--- src/rtl/stack_param_if.sv ---
// Command/result bundle for the LIFO stack core.
// The master drives commands and data in. The slave (the stack) returns the
// read data, the status pulses and the occupancy.
interface stack_param_if #(
  parameter int WIDTH = 4,
  parameter int DEPTH = 5
);
  localparam int PW = $clog2(DEPTH);

  logic             cmd_valid;
  logic [1:0]       command;
  logic [PW-1:0]    index;
  logic [WIDTH-1:0] data_in;
  logic [WIDTH-1:0] data_out;
  logic             out_valid;
  logic             err;
  logic [PW:0]      count;
  logic             full;
  logic             empty;

  modport master (
    output cmd_valid, command, index, data_in,
    input  data_out, out_valid, err, count, full, empty
  );

  modport slave (
    input  cmd_valid, command, index, data_in,
    output data_out, out_valid, err, count, full, empty
  );
endinterface

--- src/rtl/stack_param.sv ---
// Parametrised LIFO stack over circular storage.
// It accepts one command per clock: NOP, PUSH, POP, or GET (an indexed peek,
// where 0 is the top). When the stack is full, a PUSH either overwrites the
// oldest entry or is rejected, chosen by OVERWRITE.
module stack_param #(
  parameter int WIDTH     = 4,
  parameter int DEPTH     = 5,
  parameter bit OVERWRITE = 1'b1
) (
  input logic          clk,
  input logic          reset,
  stack_param_if.slave bus
);
  localparam int          PW      = $clog2(DEPTH);
  localparam logic [PW:0] DEPTH_W = (PW+1)'(DEPTH);
  localparam logic [PW:0] ONE_W   = (PW+1)'(1);

  typedef enum logic [1:0] {
    CMD_NOP  = 2'd0,
    CMD_PUSH = 2'd1,
    CMD_POP  = 2'd2,
    CMD_GET  = 2'd3
  } cmd_e;

  cmd_e             cmd;
  logic [PW-1:0]    sp_q, sp_d;
  logic [PW:0]      count_q, count_d;
  logic [WIDTH-1:0] mem_q [DEPTH];
  logic [WIDTH-1:0] mem_d [DEPTH];
  logic [WIDTH-1:0] data_out_q, data_out_d;
  logic             out_valid_q, out_valid_d;
  logic             err_q, err_d;

  // The pointer and index arithmetic is done one bit wider than the pointer.
  // Each result is then brought back into 0..DEPTH-1 with one
  // compare-and-subtract, so no divider is needed.
  logic [PW:0] sp_ext, k_ext;
  logic [PW:0] inc_raw, inc_mod;
  logic [PW:0] dec_raw, dec_mod;
  logic [PW:0] get_raw, get_mod;
  logic        full_w, empty_w, get_ok;

  assign cmd     = cmd_e'(bus.command);
  assign sp_ext  = {1'b0, sp_q};
  assign k_ext   = {1'b0, bus.index};
  assign full_w  = (count_q == DEPTH_W);
  assign empty_w = (count_q == '0);

  assign inc_raw = sp_ext + ONE_W;
  assign inc_mod = (inc_raw >= DEPTH_W) ? inc_raw - DEPTH_W : inc_raw;

  // sp-1 is formed as sp+DEPTH-1 so that it never goes below zero.
  assign dec_raw = sp_ext + DEPTH_W - ONE_W;
  assign dec_mod = (dec_raw >= DEPTH_W) ? dec_raw - DEPTH_W : dec_raw;

  // The GET slot is only used when k < COUNT <= DEPTH. In that case get_raw
  // lies in 0..2*DEPTH-2, so a single subtract is enough.
  assign get_ok  = (k_ext < count_q);
  assign get_raw = dec_raw - k_ext;
  assign get_mod = (get_raw >= DEPTH_W) ? get_raw - DEPTH_W : get_raw;

  // Next-state decode for the single command accepted this cycle.
  always_comb begin
    // NOTE: every signal written here is given a value before the case
    // statement. Paths that skip an assignment then keep that value, and no
    // latch is inferred.
    sp_d        = sp_q;
    count_d     = count_q;
    mem_d       = mem_q;
    data_out_d  = data_out_q;
    out_valid_d = 1'b0;
    err_d       = 1'b0;
    if (bus.cmd_valid) begin
      // NOTE: blocking '=' is correct inside combinational logic. The
      // registers below use non-blocking '<=' so that all flops update
      // together on the clock edge.
      case (cmd)
        CMD_PUSH: begin
          if (!full_w || OVERWRITE) begin
            mem_d[sp_q] = bus.data_in;
            sp_d        = inc_mod[PW-1:0];
            if (!full_w) count_d = count_q + ONE_W;
          end else begin
            err_d = 1'b1;
          end
        end
        CMD_POP: begin
          if (!empty_w) begin
            data_out_d  = mem_q[dec_mod[PW-1:0]];
            sp_d        = dec_mod[PW-1:0];
            count_d     = count_q - ONE_W;
            out_valid_d = 1'b1;
          end else begin
            err_d = 1'b1;
          end
        end
        CMD_GET: begin
          if (get_ok) begin
            data_out_d  = mem_q[get_mod[PW-1:0]];
            out_valid_d = 1'b1;
          end else begin
            err_d = 1'b1;
          end
        end
        default: ;
      endcase
    end
  end

  // State registers. A synchronous reset clears everything and drops any
  // command in flight.
  always_ff @(posedge clk) begin
    if (reset) begin
      sp_q        <= '0;
      count_q     <= '0;
      data_out_q  <= '0;
      out_valid_q <= 1'b0;
      err_q       <= 1'b0;
      // NOTE: storage is not usually reset. Here it is cleared on purpose so
      // that the stack always starts from a known all-zero image.
      for (int i = 0; i < DEPTH; i++) mem_q[i] <= '0;
    end else begin
      sp_q        <= sp_d;
      count_q     <= count_d;
      data_out_q  <= data_out_d;
      out_valid_q <= out_valid_d;
      err_q       <= err_d;
      mem_q       <= mem_d;
    end
  end

  assign bus.data_out  = data_out_q;
  assign bus.out_valid = out_valid_q;
  assign bus.err       = err_q;
  assign bus.count     = count_q;
  assign bus.full      = full_w;
  assign bus.empty     = empty_w;
endmodule

--- src/flat_wrapper.sv ---
// flat-port wrapper written by rule: the top's interface ports become plain ports
module stack_param_flat 
#(
  parameter int WIDTH     = 4,
  parameter int DEPTH     = 5,
  parameter bit OVERWRITE = 1'b1
)
  (clk, reset, bus_cmd_valid, bus_command, bus_index, bus_data_in, bus_data_out, bus_out_valid, bus_err, bus_count, bus_full, bus_empty);
  stack_param_if #(.WIDTH(WIDTH), .DEPTH(DEPTH)) bus_i ();
  input logic clk;
  input logic reset;
  input wire logic [$bits(bus_i.cmd_valid)-1:0] bus_cmd_valid;
  input wire logic [$bits(bus_i.command)-1:0] bus_command;
  input wire logic [$bits(bus_i.index)-1:0] bus_index;
  input wire logic [$bits(bus_i.data_in)-1:0] bus_data_in;
  output wire logic [$bits(bus_i.data_out)-1:0] bus_data_out;
  output wire logic [$bits(bus_i.out_valid)-1:0] bus_out_valid;
  output wire logic [$bits(bus_i.err)-1:0] bus_err;
  output wire logic [$bits(bus_i.count)-1:0] bus_count;
  output wire logic [$bits(bus_i.full)-1:0] bus_full;
  output wire logic [$bits(bus_i.empty)-1:0] bus_empty;
  assign bus_i.cmd_valid = bus_cmd_valid;
  assign bus_i.command = bus_command;
  assign bus_i.index = bus_index;
  assign bus_i.data_in = bus_data_in;
  assign bus_data_out = bus_i.data_out;
  assign bus_out_valid = bus_i.out_valid;
  assign bus_err = bus_i.err;
  assign bus_count = bus_i.count;
  assign bus_full = bus_i.full;
  assign bus_empty = bus_i.empty;
  stack_param #(.WIDTH(WIDTH), .DEPTH(DEPTH), .OVERWRITE(OVERWRITE)) u_core (.clk(clk), .reset(reset), .bus(bus_i));
endmodule
--- config.mk ---
export PLATFORM = sky130hd
export DESIGN_NAME = stack_param_flat
export DESIGN_NICKNAME = d
export VERILOG_FILES = /design/src/rtl/stack_param_if.sv /design/src/rtl/stack_param.sv /design/src/flat_wrapper.sv
export SDC_FILE = /design/constraint.sdc
export NUM_CORES = 1
export LEC_CHECK = 0
export ABC_AREA = 1
export ABC_CLOCK_PERIOD_IN_PS = 2830
export CAP_MARGIN = 20
export CORE_MARGIN = 2
export CORE_UTILIZATION = 39
export DETAILED_ROUTE_END_ITERATION = 10
export PLACE_DENSITY_LB_ADDON = 0.1
export SETUP_SLACK_MARGIN = 0.2
export SLEW_MARGIN = 20
export SYNTH_ARGS = -nofsm -noshare
export SYNTH_HDL_FRONTEND = slang
export SYNTH_SLANG_ARGS = --single-unit
--- constraint.sdc ---
create_clock -name clk -period 2.83 [get_ports clk]
set_clock_uncertainty 0.1 [all_clocks]
set_input_delay 0.7075 -clock clk [delete_from_list [all_inputs] [get_ports clk]]
set_output_delay 0.7075 -clock clk [all_outputs]
set_load 0.01 [all_outputs]
==> After elaboration in Yosys (flattened, before gate mapping) <==
Cells that the tools add are included.
{ "op_classes": {"add_sub_neg": 9, "order_cmp": 8, "n_eq_ne": 7, "muxes": 26, "n_bitwise": 4, "n_reduce_logical": 9} }
{ "ops": {"columns": ["op", "count"], "rows": [
  ["4-bit 2-to-1 mux", 9],
  ["4-bit binary-select mux with 3-bit select", 2],
  ["20-bit bitwise mux", 1],
  ["4-bit one-hot mux with 2 select lines", 2],
  ["4-bit demux with 3-bit select", 1],
  ["4-bit by 3-bit >= comparator with 1-bit output, second input constant", 3],
  ["4-bit >= comparator, second input constant", 3],
  ["3-bit 2-to-1 mux", 4],
  ["3-bit inverter with 4-bit output", 3],
  ["3-bit subtractor, second input constant", 3],
  ["4-bit AND reduction", 2],
  ["4-bit by 1-bit subtractor with 4-bit output, second input constant", 2],
  ["3-bit one-hot mux with 2 select lines", 1],
  ["3-bit by 1-bit adder with 4-bit output, second input constant", 1],
  ["3-bit by 3-bit adder with 4-bit output, second input constant", 1],
  ["4-bit by 1-bit adder with 4-bit output, second input constant", 1],
  ["2-bit == test, second input constant", 2],
  ["4-bit by 3-bit == test with 1-bit output, second input constant", 1],
  ["4-bit logical NOT", 1],
  ["3-bit by 4-bit < comparator with 1-bit output", 1],
  ["4-bit by 1-bit < comparator with 1-bit output, second input constant", 1],
  ["1-bit 2-to-1 mux", 4],
  ["2-bit != test, second input constant", 2],
  ["1-bit one-hot mux with 2 select lines", 2],
  ["9 further kinds", 10]
]} }
{ "totals": {"regBits": 33, "out_inout_bits": 12} }

==> Longest topological paths before layout <==
Gate-level depths: netlist (run 1).
{ "logic_depth": {"depth_word": 11, "ltp_mapped": 16, "mapped_depth_nobuf": 15} }

==> Worst setup path before layout (run 1) <==
No wires, ideal clock.
{ "synth_path": {"path_type": "input to register", "startpoint": "input port bus_index[0]", "endpoint": "register u_core.data_out_q[0] (netlist: u_core.bus.data_out[0])", "setup_ps": 66, "arrival_time_ps": 2520, "setup_slack_ps": 144, "cell_stages": 13, "n_path_buf": 1, "path_cell_list": "ha_1 > fa_1 > ha_1 > inv_1 > nand2_1 > nand3_2 > nand4_4 > nand2_4 > buf_8 > nand3_1 > a21oi_1 > nand2_1 > a21oi_2"} }
{ "synth_via": {"elab_chain_len": 9} }
{ "synth_lines": {"columns": ["element", "line", "text"], "rows": [
  ["start, declared", "flat_wrapper.sv:14", "input wire logic [$bits(bus_i.index)-1:0] bus_index;"],
  ["4-bit by 3-bit subtractor with 4-bit output", "stack_param.sv:59", "assign get_raw = dec_raw - k_ext;"],
  ["4-bit by 3-bit >= comparator with 1-bit output or 3-bit subtractor (tied branches)", "stack_param.sv:60", "assign get_mod = (get_raw >= DEPTH_W) ? get_raw - DEPTH_W : get_raw;"],
  ["3-bit 2-to-1 mux", "stack_param.sv:60", null],
  ["3-bit inverter with 4-bit output (implied by the code)", "stack_param.sv:99", "data_out_d = mem_q[get_mod[PW-1:0]];"],
  ["4-bit binary-select mux with 3-bit select", "stack_param.sv:99", null],
  ["4-bit 2-to-1 mux (implied by the code) (2 in series)", "stack_param.sv:99", null],
  ["4-bit 2-to-1 mux", "stack_param.sv:98", "if (get_ok) begin"],
  ["4-bit one-hot mux with 2 select lines", "stack_param.sv:77", "case (cmd)"],
  ["end signal, assigned", "stack_param.sv:125", "data_out_q <= data_out_d;"],
  ["end, declared", "stack_param.sv:30", "logic [WIDTH-1:0] data_out_q, data_out_d;"]
]} }
Parallel ways exist; a longest one is shown, timed or not. The select of a mux whose other input is x is not followed.
A chain may end at the register's enable or synchronous reset.

==> Worst setup path after layout (run 1) <==
Ends and elaborated chain as after synthesis.

==> impl_results.md, run 1 <==
* Hold_ws at around 0.38 ns
* RSZ-0062 raised after global routing: yes
* Num rows at 28
* Simple-gate portion of the synthesized area at 0.330
* Initial antenna violation count at 0
* Register area at ~660 um^2
* Final slew viol count at 0
* Cell area power density at 505 mW/mm^2
* Hold worst-path end: u_core.mem_q[12]
* Startpoint types: input port
* GRT Resource Usage Total at 0.204
* Clk slew on worst S/H paths at roughly 0.07 ns
* Share of layout cells above drive strength 1 at 0.244
* Most common cell after layout, fill and taps aside: nand2_1
* Buffer levels on the longest clock path at 2
* Core area at a little under 0.006 mm^2
* Worst path cell trace: buf_6 > ha_4 > fa_2 > ha_4 > inv_1 > nand2_4 > nand3_4 > nand4_1 > nand2_4 > inv_4 > nand3_2 > nand3_1 > nand2_1 > a21oi_2
* Seq/Total Area, Yosys at 0.275
* Nets@finish at ~400
* Initial Util at 0.405
* Filler instances at 609
* Worst path required time at roughly 3.0 ns
* Tmin final at between 2 and 3 ns
* #FFs+latches synth at 33
* Tcrit/Tclk final at 0.912
* Critical Path Max Stage Delay at around 0.59 ns
* First-pass GRT wire length at around 11000 um
* Max cap viols at 0
* Worst r2r src: u_core.sp_q[0]
* First-pass DRT Iterations at 5
* # port buffers at 23
* Largest net degree at the start of global routing at 22
* Congestion Overflow GR at 0
* Commonest non-fill, non-tap cells in the layout: nand2_1 (59), inv_1 (34), nand3_1 (33)
* Syn_area_per_cell at 7.00 um^2
* Synth Warn # at 0
* Adder-Cell Fraction of Synth Area at 0.0897
* Syn Std Cell Area at between 0.002 and 0.0025 mm^2
* Status: finished, final reports clean
* Root Buffer: clkbuf_8
* Worst skew pair latency at 0.29 ns
* ANT nets after route at 0
* Post-synth cell types at 39
* CTS sink cnt at 33
* Non-Filler Instances at 460
* Post-synthesis xor/xnor area fraction at 0.0224
* Vias per cell at between 5 and 6
* Slowest-stage cell, CP: fa_2
* DIE AREA at between 0.006 and 0.007 mm^2
* Die Y-Extent at 82.4 um
* Lkg Pwr at around 1.3 nW
* R2r endpoint: u_core.bus.data_out[0]
* R2R setup slack at roughly 0.31 ns
* Compound-Gate Fraction of Synth Area at 0.179
* Number of global-route vias before repair at roughly 2200
* Setup Viol. Count Final at 0
* Ant diodes at 0
* Hold depth at 2
* Rel. slew slack at 0.772
* Largest family of logic cells by synthesized area: simple AND/OR/NAND/NOR gates
* Syn-to-layout area delta at 27.4%
* CP endpoint kind: flip-flop
* Die Wd at around 82 um
* CTS H-tree lvls at 2
* Final total power at 1.54 mW
* Drt drc at 0
* Cells after DPL at around 450
* Area of the multi-input gates at between 0.0015 and 0.002 mm^2
* Synth top area cells: dfxtp_1 (28%), nand2_1 (9.9%), nand3_1 (8.8%)
* CTS tree: done
* Vias at around 2400
* Number of CTS-inserted buffers at 5
* Hold path start: u_core.mem_q[12]
* IO Count at 24
* Cells after synthesis at between 300 and 400
* Path type of the worst min-delay path: reg2reg
* Syn_nets at 371
* Wire length per cell at between 10 and 15 um
* Fmax at 387 MHz
* Final Hold Viols at 0
* Leading area contributor after synthesis: dfxtp_1
* Drt initial violations at 158
* Slew @ Worst Pin at around 0.34 ns
* Worst endpoint data arrival time at around 2.7 ns
* Crit path kind: in2reg
* FF-to-FF path depth at 14
* Worst ir drop on vdd at 0.188 mV
* Max FO, Critical Path at 5
* Drt total wl at about 6600 um
* HPWL Detailed at roughly 4800 um
* Multiplexer area fraction after synthesis at 0
* Area share of the largest cell type after synthesis at 0.275
* RD Place Congestion at approximately 0.84
[area by class of cell]
type | count | share of cell area
Multi-Input combinational cell | 253 | 0.545
Inverter | 54 | 0.0696
Timing Repair Buffer | 37 | 0.109
Sequential cell | 33 | 0.217
Clock inverter | 3 | 0.00573
Tap cell | 75 | 0.0307
Clock buffer | 5 | 0.0225
[kinds of logic after synthesis]
family / after synthesis
XOR/XNOR: 4
AO/OA/AOI/OAI: 76
buffers and inverters: 59
flip-flops: 33
adder cells (fa/ha/maj): 16
AND/OR/NAND/NOR: 155
[worst max-delay path, delay by kind of cell]
kind            cells  cell delay [ns]
compound gates      1             0.11
simple gates        7             0.75
buf+inv             3             0.25
fa+ha+maj           3             0.89
[state kept, by name, summed over array words and instances (netlist names)]
signal,cells
u_core.mem_q,20
u_core.bus.out_valid,1
u_core.bus.count,4
u_core.bus.err,1
u_core.bus.data_out,4
u_core.sp_q,3
[Yosys cell counts (all sizes together)]
library cell  number
buf                3
nor2              25
nand3b             3
a21boi             1
o211ai             1
inv               53
nand3             45
xor2               4
o21ai             35
clkbuf             2
dfxtp             33
nand2             71
fa                 2
nand4              3
a21oi             36
ha                14
a211oi             1
clkinv             1
or2                1
a31oi              2
nor3               7
[through the flow]
stage / area [um^2] / TNS [ns] / setup WS, ns / util
floorplan: 2420 / 0 / 0.182 / -
global placement: 2810 / -1.60 / -0.403 / 0.474
detailed placement: 2810 / -1.81 / -0.460 / 0.474
CTS: 2960 / 0 / 0.203 / 0.501
global route: 3060 / 0 / 0.156 / 0.516
finish: 3060 / 0 / 0.249 / 0.516
[metal layers]
metal | part of all wire | track usage
met1 | 0.49 | 0.291
met2 | 0.44 | 0.316
met3 | 0.052 | 0.0272
met4 | 0.022 | 0.0683
met5 | 0 | 0
[report_power, final]
group	switching (mW)	total, mW	internal [mW]
clock network	0.198	0.368	0.170
registers	0.0187	0.502	0.483
logic	0.423	0.676	0.252
[how the worst max path moves through the flow]
stage	slack [ns]	start	to
2_1_floorplan	0.18	bus_index[0]	u_core.bus.data_out[1]
3_3_place_gp	-0.40	bus_index[0]	u_core.bus.data_out[1]
3_5_place_dp	-0.46	bus_index[0]	u_core.bus.data_out[0]
4_1_cts	0.20	u_core.sp_q[0]	u_core.bus.data_out[0]
5_1_grt	0.16	bus_index[0]	u_core.bus.data_out[3]
6_report	0.25	bus_index[0]	u_core.bus.data_out[0]
[repair_timing]
| item | in CTS | in global routing |
|---|---|---|
| hold buffers | 0 | 0 |
| hold endpoints to repair | 0 | 0 |
| buffers inserted | 0 | 1 |
| pin swaps | 14 | 15 |
| endpoints found under the setup margin | 4 | 4 |
| gates resized for setup | 19 | 19 |
| cloned | 1 | 1 |
(Power assumes the default switching activity.)
==> run 2, diff against run 1 <==
--- a/config.mk
+++ b/config.mk
@@ -5,12 +5,12 @@
 export SDC_FILE = /design/constraint.sdc
 export NUM_CORES = 1
 export LEC_CHECK = 0
-export ABC_AREA = 1
 export ABC_CLOCK_PERIOD_IN_PS = 2830
 export CAP_MARGIN = 20
 export CORE_MARGIN = 2
 export CORE_UTILIZATION = 39
 export DETAILED_ROUTE_END_ITERATION = 10
+export GPL_ROUTABILITY_DRIVEN = 0
 export PLACE_DENSITY_LB_ADDON = 0.1
 export SETUP_SLACK_MARGIN = 0.2
 export SLEW_MARGIN = 20
==> impl_results.md, run 2 <==
* Syn Std Cell Area at 0.00243 mm^2 (+1.1%)
* Number of CTS-inserted buffers at 5 (unchanged)
* Slowest-stage cell, CP: fa_2
* Dominant synthesized flop cell: dfxtp_1
* Leading area contributor after synthesis: dfxtp_1
* Register area at 661 um^2 (-0.38%)
* Filler instances at 552 (-9.4%)
* Rel. slew slack at 0.722 (-0.0493)
* Synth Warn # at 0 (unchanged)
* Crit path kind: in2reg
* Number of global-route vias before repair at 2153 (+0.14%)
* Setup Viol. Count Final at 3 (+3)
* HPWL Detailed at 4910 um (+3.0%)
* Number of synthesized flops with an enable pin at 0 (unchanged)
* Most flop-heavy register: u_core.mem_q
* Syn_area_per_cell at 8.45 um^2 (+21%)
* Area share of the largest cell type after synthesis at 0.272 (-0.00298)
* #FFs+latches synth at 33 (unchanged)
* Initial antenna violation count at 0 (unchanged)
* Failing checks: setup timing
* Clk slew on worst S/H paths at 0.07 ns (about the same)
* Die Y-Extent at 82.9 um (+0.52%)
* Most frequent cell after synthesis: nor2_1
* Congestion Overflow GR at 0 (unchanged)
* # port buffers at 23 (unchanged)
* Setup WS post-layout at -0.0577 ns (-0.307 ns)
* DIE AREA at 0.00687 mm^2 (+1.0%)
* Vias at 2274 (-3.4%)
* Max FO, Critical Path at 4 (-1)
* Cells after DPL at 408 (-9.1%)
* Clock power share at 0.298 (+0.060)
* Asr flop ratio synth at 0 (unchanged)
* Cells after synthesis at 287 (-16%)
* Path type of the worst min-delay path: reg2reg
* Worst path cell trace: buf_6 > ha_4 > fa_2 > ha_4 > nand2b_4 > a32oi_1 > and4_1 > buf_6 > buf_6 > mux2i_1 > o211ai_1 > a311oi_1
* Critical Path Max Stage Delay at 0.61 ns (+0.02 ns)
* Share of layout cells above drive strength 1 at 0.204 (-0.0401)
* Cell area power density at 498 mW/mm^2 (-1.5%)
* Syn_nets at 315 (-15%)
* Drt total wl at 6410 um (-3.2%)
* Worst path required time at 2.92 ns (-0.04 ns)
* Max cap viols at 0 (unchanged)
* Wire length per cell at 15.3 um (+6.6%)
* Die Wd at 82.9 um (+0.52%)
* Syn-to-layout area delta at 30.7%
* Non-Filler Instances at 418 (-9.1%)
* ANT nets after route at 0 (unchanged)
* Worst ir drop on vdd at 0.313 mV (+66%)
* Max reg flops at 20 (unchanged)
* CTS tree: done
* Num rows at 28 (unchanged)
* Nets@finish at 370 (-10%)
* Final slew viol count at 0 (unchanged)
* Root Buffer: clkbuf_8
* First-pass DRT Iterations at 4 (-1)
* Drt drc at 0 (unchanged)
* Sequential cell fraction of total power at 0.314 (-0.011)
* Top cell by count, worst path: buf_6
* Vias per cell at 5.44 (+6.4%)
* Area of the multi-input gates at 0.00174 mm^2 (+4.1%)
* Tcrit/Tclk final at 1.02 (+0.108)
* Initial Util at 0.407 (+0.00203)
* CTS Hold Bufs at 0 (unchanged)
* Commonest non-fill, non-tap cells in the layout: nor2_1 (42), buf_4 (36), dfxtp_1 (33)
* Switching Share at 0.318 (-0.0958)
* Setup Slack @ Placement at -0.802 ns (-0.342 ns)
* Worst endpoint data arrival time at 2.98 ns (+0.27 ns)
* Slew @ Worst Pin at 0.417 ns (+0.0750 ns)
* Buffer levels on the longest clock path at 2 (unchanged)
* Switch Pwr at 0.502 mW (-21%)
* Seq/Total Area, Yosys at 0.272 (-0.00298)
* Tmin final at 2.89 ns (+0.307 ns)
* Fmax at 346 MHz (-11%)
* IO Count at 24 (unchanged)
* Drt initial violations at 102 (-35%)
* CTS sink cnt at 33 (unchanged)
* CTS H-tree lvls at 2 (unchanged)
* Lkg Pwr at 1.28 nW (-2.3%)
* P_int at 1.08 mW (+19%)
* CP endpoint kind: flip-flop
* Commonest cells post-synth: nor2_1 (42), dfxtp_1 (33), mux2i_1 (26), nand2_1 (20), ha_1 (14)
* GRT Resource Usage Total at 0.191 (-0.0137)
* First-pass GRT wire length at 10800 um (+2.0%)
* RSZ-0062 raised after global routing: yes
* Core area at 0.00596 mm^2 (+0.59%)
* Post-synth cell types at 46 (+18%)
* Worst skew pair latency at 0.29 ns (about the same)
* Synth top area cells: dfxtp_1 (27%), mux2i_1 (11%), ha_1 (7.2%)
* Final Hold Viols at 0 (unchanged)
* Most common cell after layout, fill and taps aside: nor2_1
* Ant diodes at 0 (unchanged)
* Power share of the combinational group at 0.388 (-0.049)
* Startpoint types: input port
* Largest net degree at the start of global routing at 34 (+55%)
* Status: finished, violations left
-- run 2: power by group through the flow --
| stage | registers [mW] | clock network (mW) | logic (mW) |
|---|---|---|---|
| floorplan | 0.509 | 0 | 0.381 |
| global placement | 0.505 | 0 | 0.579 |
| detailed placement | 0.505 | 0 | 0.583 |
| CTS | 0.495 | 0.485 | 0.609 |
| global route | 0.499 | 0.508 | 0.671 |
| finish | 0.496 | 0.471 | 0.612 |
-- run 2: area by class of cell --
type                            count  area share
Clock buffer                        7      0.0272
Clock inverter                      1     0.00947
Inverter                           11      0.0130
Multi-Input combinational cell    230       0.547
Sequential cell                    33       0.208
Tap cell                           75      0.0296
Timing Repair Buffer               61       0.165
-- run 2: metrics by stage --
stage / power, mW / utilization / TNS (ns) / hold slack [ns] / instance area [um^2]
after floorplan: 0.891 / - / -0.690 / 0.349 / 2460
after detailed placement: 1.09 / 0.502 / -3.10 / 0.398 / 2990
final: 1.58 / 0.533 / -0.0848 / 0.400 / 3170
after global routing: 1.68 / 0.533 / -0.654 / 0.440 / 3170
after global placement: 1.08 / 0.502 / -2.80 / 0.387 / 2990
after CTS: 1.59 / 0.529 / -0.0785 / 0.407 / 3150
-- run 2: cells by family (layout without fill, tap and decap cells) --
logic type,after synthesis,after routing,synth area share
compound gates,58,58,0.169
xor+xnor,7,7,0.0253
fa+ha+maj,16,16,0.0887
buf+inv,24,80,0.0428
flops,33,33,0.272
mux,41,41,0.191
simple gates,108,108,0.211
-- run 2: repair_timing --
action,in CTS,in global routing
endpoints found under the setup margin,6,5
pin swaps,8,1
resized for setup,13,2
endpoints found under the hold margin,0,0
setup buffers,1,1
-- run 2: critical path, delay by kind of cell --
| family | cells | cell delay (ns) |
|---|---|---|
| adders and majority gates | 3 | 0.93 |
| AOI/OAI and AO/OA | 3 | 0.55 |
| buffers and inverters | 3 | 0.35 |
| and+or+nand+nor | 2 | 0.27 |
| muxes | 1 | 0.18 |
-- run 2: final timing paths --
check                               from                     end  slack [ns]  depth (start not counted)
setup / recovery            bus_index[0]  u_core.bus.data_out[1]       -0.06                         12
hold reg to reg   u_core.bus.data_out[0]  u_core.bus.data_out[0]        0.40                          2
hold / removal    u_core.bus.data_out[0]  u_core.bus.data_out[0]        0.40                          2
setup reg to reg          u_core.sp_q[0]  u_core.bus.data_out[1]        0.01                         12
-- run 2: metal layers --
layer,part of all wire,track usage
met5,0,0
met1,0.52,0.276
met2,0.44,0.294
met4,0.0084,0.0447
met3,0.032,0.0348
==> run 3, diff against run 2 <==
==> constraint.sdc (replaced) <==
create_clock -name clk -period 2.83 [get_ports clk]
set_clock_uncertainty 0.1 [all_clocks]
set_input_delay 0.7075 -clock clk [delete_from_list [all_inputs] [get_ports clk]]
set_output_delay 0.7075 -clock clk [all_outputs]
set_load 0.1 [all_outputs]
==> impl_results.md, run 3 (synthesized netlist as in run 2, its figures left out) <==
* Setup Slack @ Placement at -0.801 ns (+0.00188 ns)
* Lkg Pwr at 1.30 nW (+1.7%)
* Max cap viols at 0 (unchanged)
* Setup Total Neg Slack at 0 ns (+0.0848 ns)
* Worst ir drop on vdd at 0.262 mV (-16%)
* Worst skew pair latency at 0.28 ns (about the same)
* CTS H-tree lvls at 2 (unchanged)
* Worst path cell trace: buf_8 > ha_4 > fa_2 > ha_2 > nand2b_4 > a32oi_1 > and4_1 > buf_6 > mux2i_4 > nand3_2 > a311oi_2
* Sequential cell fraction of total power at 0.308 (-0.006)
* Tcrit/Tclk final at 0.995 (-0.0258)
* Syn-to-layout area delta at 30.1%
* Final Hold Viols at 0 (unchanged)
* Buffer levels on the longest clock path at 2 (unchanged)
* Post-DP Area at 0.00300 mm^2 (+0.54%)
* Startpoint types: input port
* Fmax at 355 MHz (+2.6%)
* Crit path kind: in2reg
* ANT nets after route at 0 (unchanged)
* Die Wd at 82.9 um (unchanged)
* Utilization after layout at 0.530 (-0.00252)
* First-pass GRT wire length at 10500 um (-3.0%)
* Switch Pwr at 0.584 mW (+16%)
* RSZ-0062 raised after global routing: yes
* Switching Share at 0.360 (+0.0415)
* Setup Viol. Count Final at 0 (-3)
* Routed wl met2 at 2670 um (-5.1%)
* Num rows at 28 (unchanged)
* Power share of the combinational group at 0.430 (+0.042)
* Ant diodes at 0 (unchanged)
* CTS tree: done
* Clock power share at 0.262 (-0.036)
* CTS sink cnt at 33 (unchanged)
* Die Y-Extent at 82.9 um (unchanged)
* Critical Path Max Stage Delay at 0.46 ns (-0.15 ns)
* Hold path start: u_core.mem_q[19]
* Final slew viol count at 0 (unchanged)
* Hold worst-path end: u_core.mem_q[19]
* DR WL met3 at 269 um (+33%)
* Cells after DPL at 408 (unchanged)
* Top routing layer in use: met4
* Most common cell after layout, fill and taps aside: buf_4
* Non-Filler Instances at 417 (-0.24%)
* Number of global-route vias before repair at 2111 (-2.0%)
* Wire length per cell at 14.9 um (-2.9%)
* Hold depth at 2 (unchanged)
* Drt initial violations at 135 (+32%)
* Worst r2r src: u_core.sp_q[0]
* Status: finished, final reports clean
* CTS Hold Bufs at 0 (unchanged)
* # port buffers at 23 (unchanged)
* Max FO, Critical Path at 4 (unchanged)
* Largest net degree at the start of global routing at 34 (unchanged)
* R2R setup slack at 0.09 ns (+0.08 ns)
* Slowest-stage cell, CP: fa_2
* HPWL Detailed at 4940 um (+0.56%)
* IO Count at 24 (unchanged)
* Slew @ Worst Pin at 0.391 ns (-0.0258 ns)
* Met1 Wirelength at 3250 um (-2.9%)
* Filler instances at 560 (+1.4%)
* Design Area, Final at 0.00316 mm^2 (-0.47%)
* Max reg flops at 20 (unchanged)
* Vias at 2246 (-1.2%)
* Initial antenna violation count at 0 (unchanged)
* Worst path required time at 2.92 ns (about the same)
* Nets@finish at 369 (-0.27%)
* R2r endpoint: u_core.bus.data_out[3]
* Commonest non-fill, non-tap cells in the layout: buf_4 (46), nor2_1 (42), dfxtp_1 (29)
* Core area at 0.00596 mm^2 (unchanged)
* Hold_ws at 0.398 ns (-0.00275 ns)
* Cell area power density at 514 mW/mm^2 (+3.3%)
* FF-to-FF path depth at 11 (-1)
* Root Buffer: clkbuf_8
* Vias per cell at 5.39 (-0.99%)
* Share of layout cells above drive strength 1 at 0.263 (+0.0591)
* GRT Resource Usage Total at 0.182 (-0.00865)
* Rel. slew slack at 0.740 (+0.0172)
* Final total power at 1.62 mW (+2.9%)
* Worst endpoint data arrival time at 2.91 ns (-0.07 ns)
* P_int at 1.04 mW (-3.4%)
* Drt total wl at 6210 um (-3.1%)
* Clk slew on worst S/H paths at 0.07 ns (about the same)
* CP endpoint kind: flip-flop
* Number of CTS-inserted buffers at 5 (unchanged)
* Initial Util at 0.407 (unchanged)
* Drt drc at 0 (unchanged)
* Setup WS post-layout at 0.0153 ns (+0.0731 ns)
* First-pass DRT Iterations at 4 (unchanged)
* DIE AREA at 0.00687 mm^2 (unchanged)
* Path type of the worst min-delay path: reg2reg
* Most flop-heavy register: u_core.mem_q
* Tmin final at 2.81 ns (-0.0731 ns)
* Congestion Overflow GR at 0 (unchanged)
run 3: cell types whose count changed in the layout (fill, tap and decap cells not counted), moves of 3 or more:
cell / previous run / this run
clkdlybuf4s50_1: 21 / 9
buf_4: 36 / 46
dfxtp_4: 0 / 3
dfxtp_1: 33 / 29
run 3: power groups by stage:
stage          Combinational (mW)  Clock [mW]  Sequential [mW]
2_1_floorplan               0.410           0            0.579
3_3_place_gp                0.668           0            0.510
3_5_place_dp                0.673           0            0.511
4_1_cts                     0.690       0.440            0.500
5_1_grt                     0.760       0.452            0.503
6_report                    0.699       0.425            0.500
run 3: cell type report:
cell class                 count  area (um^2)  area share
clock buffer                   8          111      0.0353
inverter                      11         41.3      0.0131
multi-input combinational    230         1750       0.554
sequential                    33          673       0.213
tap                           75         93.8      0.0297
timing repair buffer          60          489       0.155
run 3: what timing repair did:
item / in CTS / in global routing
resized for setup: 12 / 5
setup endpoints to repair: 4 / 4
buffers inserted: 1 / 0
pin swaps: 7 / 2
run 3: per-layer routing:
metal / track usage / vias to the layer above
li1: - / 1160
met5: 0 / -
met2: 0.288 / 56
met3: 0.0298 / 4
met4: 0.0268 / 0
met1: 0.265 / 1026
run 3: worst max-delay path by stage:
stage,startpoint,to,cells past startpoint
2_1_floorplan,bus_index[0],u_core.bus.data_out[3],10
3_3_place_gp,bus_index[0],u_core.bus.data_out[3],11
3_5_place_dp,bus_index[0],u_core.bus.data_out[3],11
4_1_cts,bus_index[0],u_core.bus.data_out[2],12
5_1_grt,bus_index[0],u_core.bus.data_out[0],12
6_report,bus_index[0],u_core.bus.data_out[3],11
run 3: worst max-delay path, delay by kind of cell:
family | cells | cell delay (ns)
buffers and inverters | 2 | 0.24
multiplexers | 1 | 0.27
AO/OA/AOI/OAI | 2 | 0.42
adder cells (fa/ha/maj) | 3 | 0.81
AND/OR/NAND/NOR | 3 | 0.45
==> variant: new RTL, flow settings as in run 3 <==
`OVERWRITE` is set to 1'b1 in 2 places; all go to 1'b0.
--- a/src/rtl/stack_param.sv
+++ b/src/rtl/stack_param.sv
@@ -6,5 +6,5 @@
   parameter int WIDTH     = 4,
   parameter int DEPTH     = 5,
-  parameter bit OVERWRITE = 1'b1
+  parameter bit OVERWRITE = 1'b0
 ) (
   input logic          clk,
--- a/src/flat_wrapper.sv
+++ b/src/flat_wrapper.sv
@@ -4,5 +4,5 @@
   parameter int WIDTH     = 4,
   parameter int DEPTH     = 5,
-  parameter bit OVERWRITE = 1'b1
+  parameter bit OVERWRITE = 1'b0
 )
   (clk, reset, bus_cmd_valid, bus_command, bus_index, bus_data_in, bus_data_out, bus_out_valid, bus_err, bus_count, bus_full, bus_empty);
Function: changed (a bounded check fails within 10 cycles, from zero or initial values and one cycle with reset high).
==> variant against run 3 <==
The run now ends with negative setup slack left. First-iteration DRC count decreased by 25%. Largest cell class unchanged. Design area increased by 6.2%. Total power down 9.4%. Sequential power decreased by 2%. Global-route usage grew 2.4 points. Combinational power fell by 13%. Synthesized area increased by 2.5%. Routed wire length grew 16%. Sequential cell count did not move. Critical path depth did not move. Worst setup slack worse by 140 ps.
==> variant: results (changes against run 3) <==
- Status: complete, but fails checks
- The clock-cell share of area was 0.0269 (-0.00840).
- The leakage power of the design was 1.42 nW (+9.4%).
- The switching power is 0.569 mW (-2.6%).
* Violated checks: negative setup slack
* Routed metal-1 wire length: 3.48 mm (+7.3%)
- Cells after synthesis: 315 (+9.8%)
- Adder-Cell Fraction of Synth Area: 0.0815 (-0.00722)
- The number of fillers in the final layout is 606 (+8.2%).
- Global-route wire length before repair: 11.7 mm (+12%)
- The worst hold-check slack was 360 ps (-37.8 ps).
- Minimum setup slack in the final design: -121 ps (-136 ps)
- Met3 WL post-DR: 235 µm (-13%)
- Worst EP arrival: 3070 ps (+160 ps)
- The final wirelength is 7.20 mm (+16%).
- Share of post-route cells with drive strength above 1: 0.272 (+0.00908)
* Pin count of the biggest net entering global routing: 22 (-35%)
- The total negative slack is -243 ps (-243 ps).
* Met2 wirelength from detailed routing: 3.37 mm (+26%)
* DP Worst Slack: -811 ps (-10.6 ps)
- Peak ir drop on the vdd network: 0.000239 V (-9.0%)
- Vias in the first global route: 2275 (+7.8%)
- The startpoint identified for the worst hold timing path is u_core.bus.data_out[1].
* Setup slack, reg-to-reg: -40 ps (-130 ps)
- The sequential fraction of the synthesis area came to 0.266 (-0.00671).
- The actual slew at the worst max-slew pin was 622 ps (+231 ps).
* Compound-Gate Fraction of Synth Area: 0.233 (+0.0648)
- Wirelength per Cell: 16.1 µm (+7.9%)
- Total track usage: 0.206 (+0.0239)
- Synthesized netlist net count: 342 (+8.6%)
* Parity-gate share of the synthesized area counting xor and xnor cells: 0.0171 (-0.00817)
- Peak per-stage delay on the critical path: 570 ps (+110 ps)
* Count of routing violations after the opening detailed-route iteration: 101 (-25%)
- The final net count was 397 (+7.6%).
* Met2 routing resource usage after global routing: 0.321 (+0.0326)
- Fraction of area in registers: 0.200 (-0.0132)
- The placed instance count is 437 (+7.1%).
- The synthesized area per cell is 7.90 µm² (-6.6%).
* Cell area after layout: 3350 µm² (+6.2%)
- Number of buffers inserted by post-CTS setup repair: 2 (+1)
- The average vias per placed instance was 5.54 (+2.8%).
* Ranking of synthesized cells by instance count: 52 x sky130_fd_sc_hd__nand2_1, 33 x sky130_fd_sc_hd__dfxtp_1, 30 x sky130_fd_sc_hd__nor2_1
- Met3 usage in global routing: 0.0386 (+0.00875)
- Hold EP: u_core.bus.data_out[1]
* Count of final setup violators: 4 (+4)
variant: cell count changes in the layout (fill, tap and decap cells not counted), moves of 5 or more:
cell / change
sky130_fd_sc_hd__o221ai_1: -6
sky130_fd_sc_hd__mux2_2: -5
sky130_fd_sc_hd__a311oi_1: -5
sky130_fd_sc_hd__a211oi_1: -7
sky130_fd_sc_hd__mux2i_1: -9
sky130_fd_sc_hd__o2bb2ai_1: +8
sky130_fd_sc_hd__nand2_1: +31
sky130_fd_sc_hd__a211o_1: +7
sky130_fd_sc_hd__nor2_1: -13
sky130_fd_sc_hd__a21oi_1: +7
sky130_fd_sc_hd__nor2b_1: -5
sky130_fd_sc_hd__o21ai_1: +6
sky130_fd_sc_hd__nand2b_1: +14
variant: worst register-to-register path, cell delays in order, from the launching register on:
cell,delay (ps)
sky130_fd_sc_hd__dfxtp_1,330
sky130_fd_sc_hd__inv_1,90
sky130_fd_sc_hd__ha_4,180
sky130_fd_sc_hd__fa_2,570
sky130_fd_sc_hd__ha_4,210
sky130_fd_sc_hd__or3b_4,380
sky130_fd_sc_hd__a211oi_4,320
sky130_fd_sc_hd__nand2_1,130
sky130_fd_sc_hd__nor3_2,190
sky130_fd_sc_hd__a311o_1,150
sky130_fd_sc_hd__a221oi_2,40
sky130_fd_sc_hd__o21ai_1,130
variant: power groups by stage:
stage / Clock [mW] / Sequential, mW / Combinational, mW
2_1_floorplan: 0 / 0.545 / 0.321
3_3_place_gp: 0 / 0.502 / 0.536
6_report: 0.372 / 0.492 / 0.607
5_1_grt: 0.401 / 0.494 / 0.654
3_5_place_dp: 0 / 0.502 / 0.542
4_1_cts: 0.378 / 0.491 / 0.581
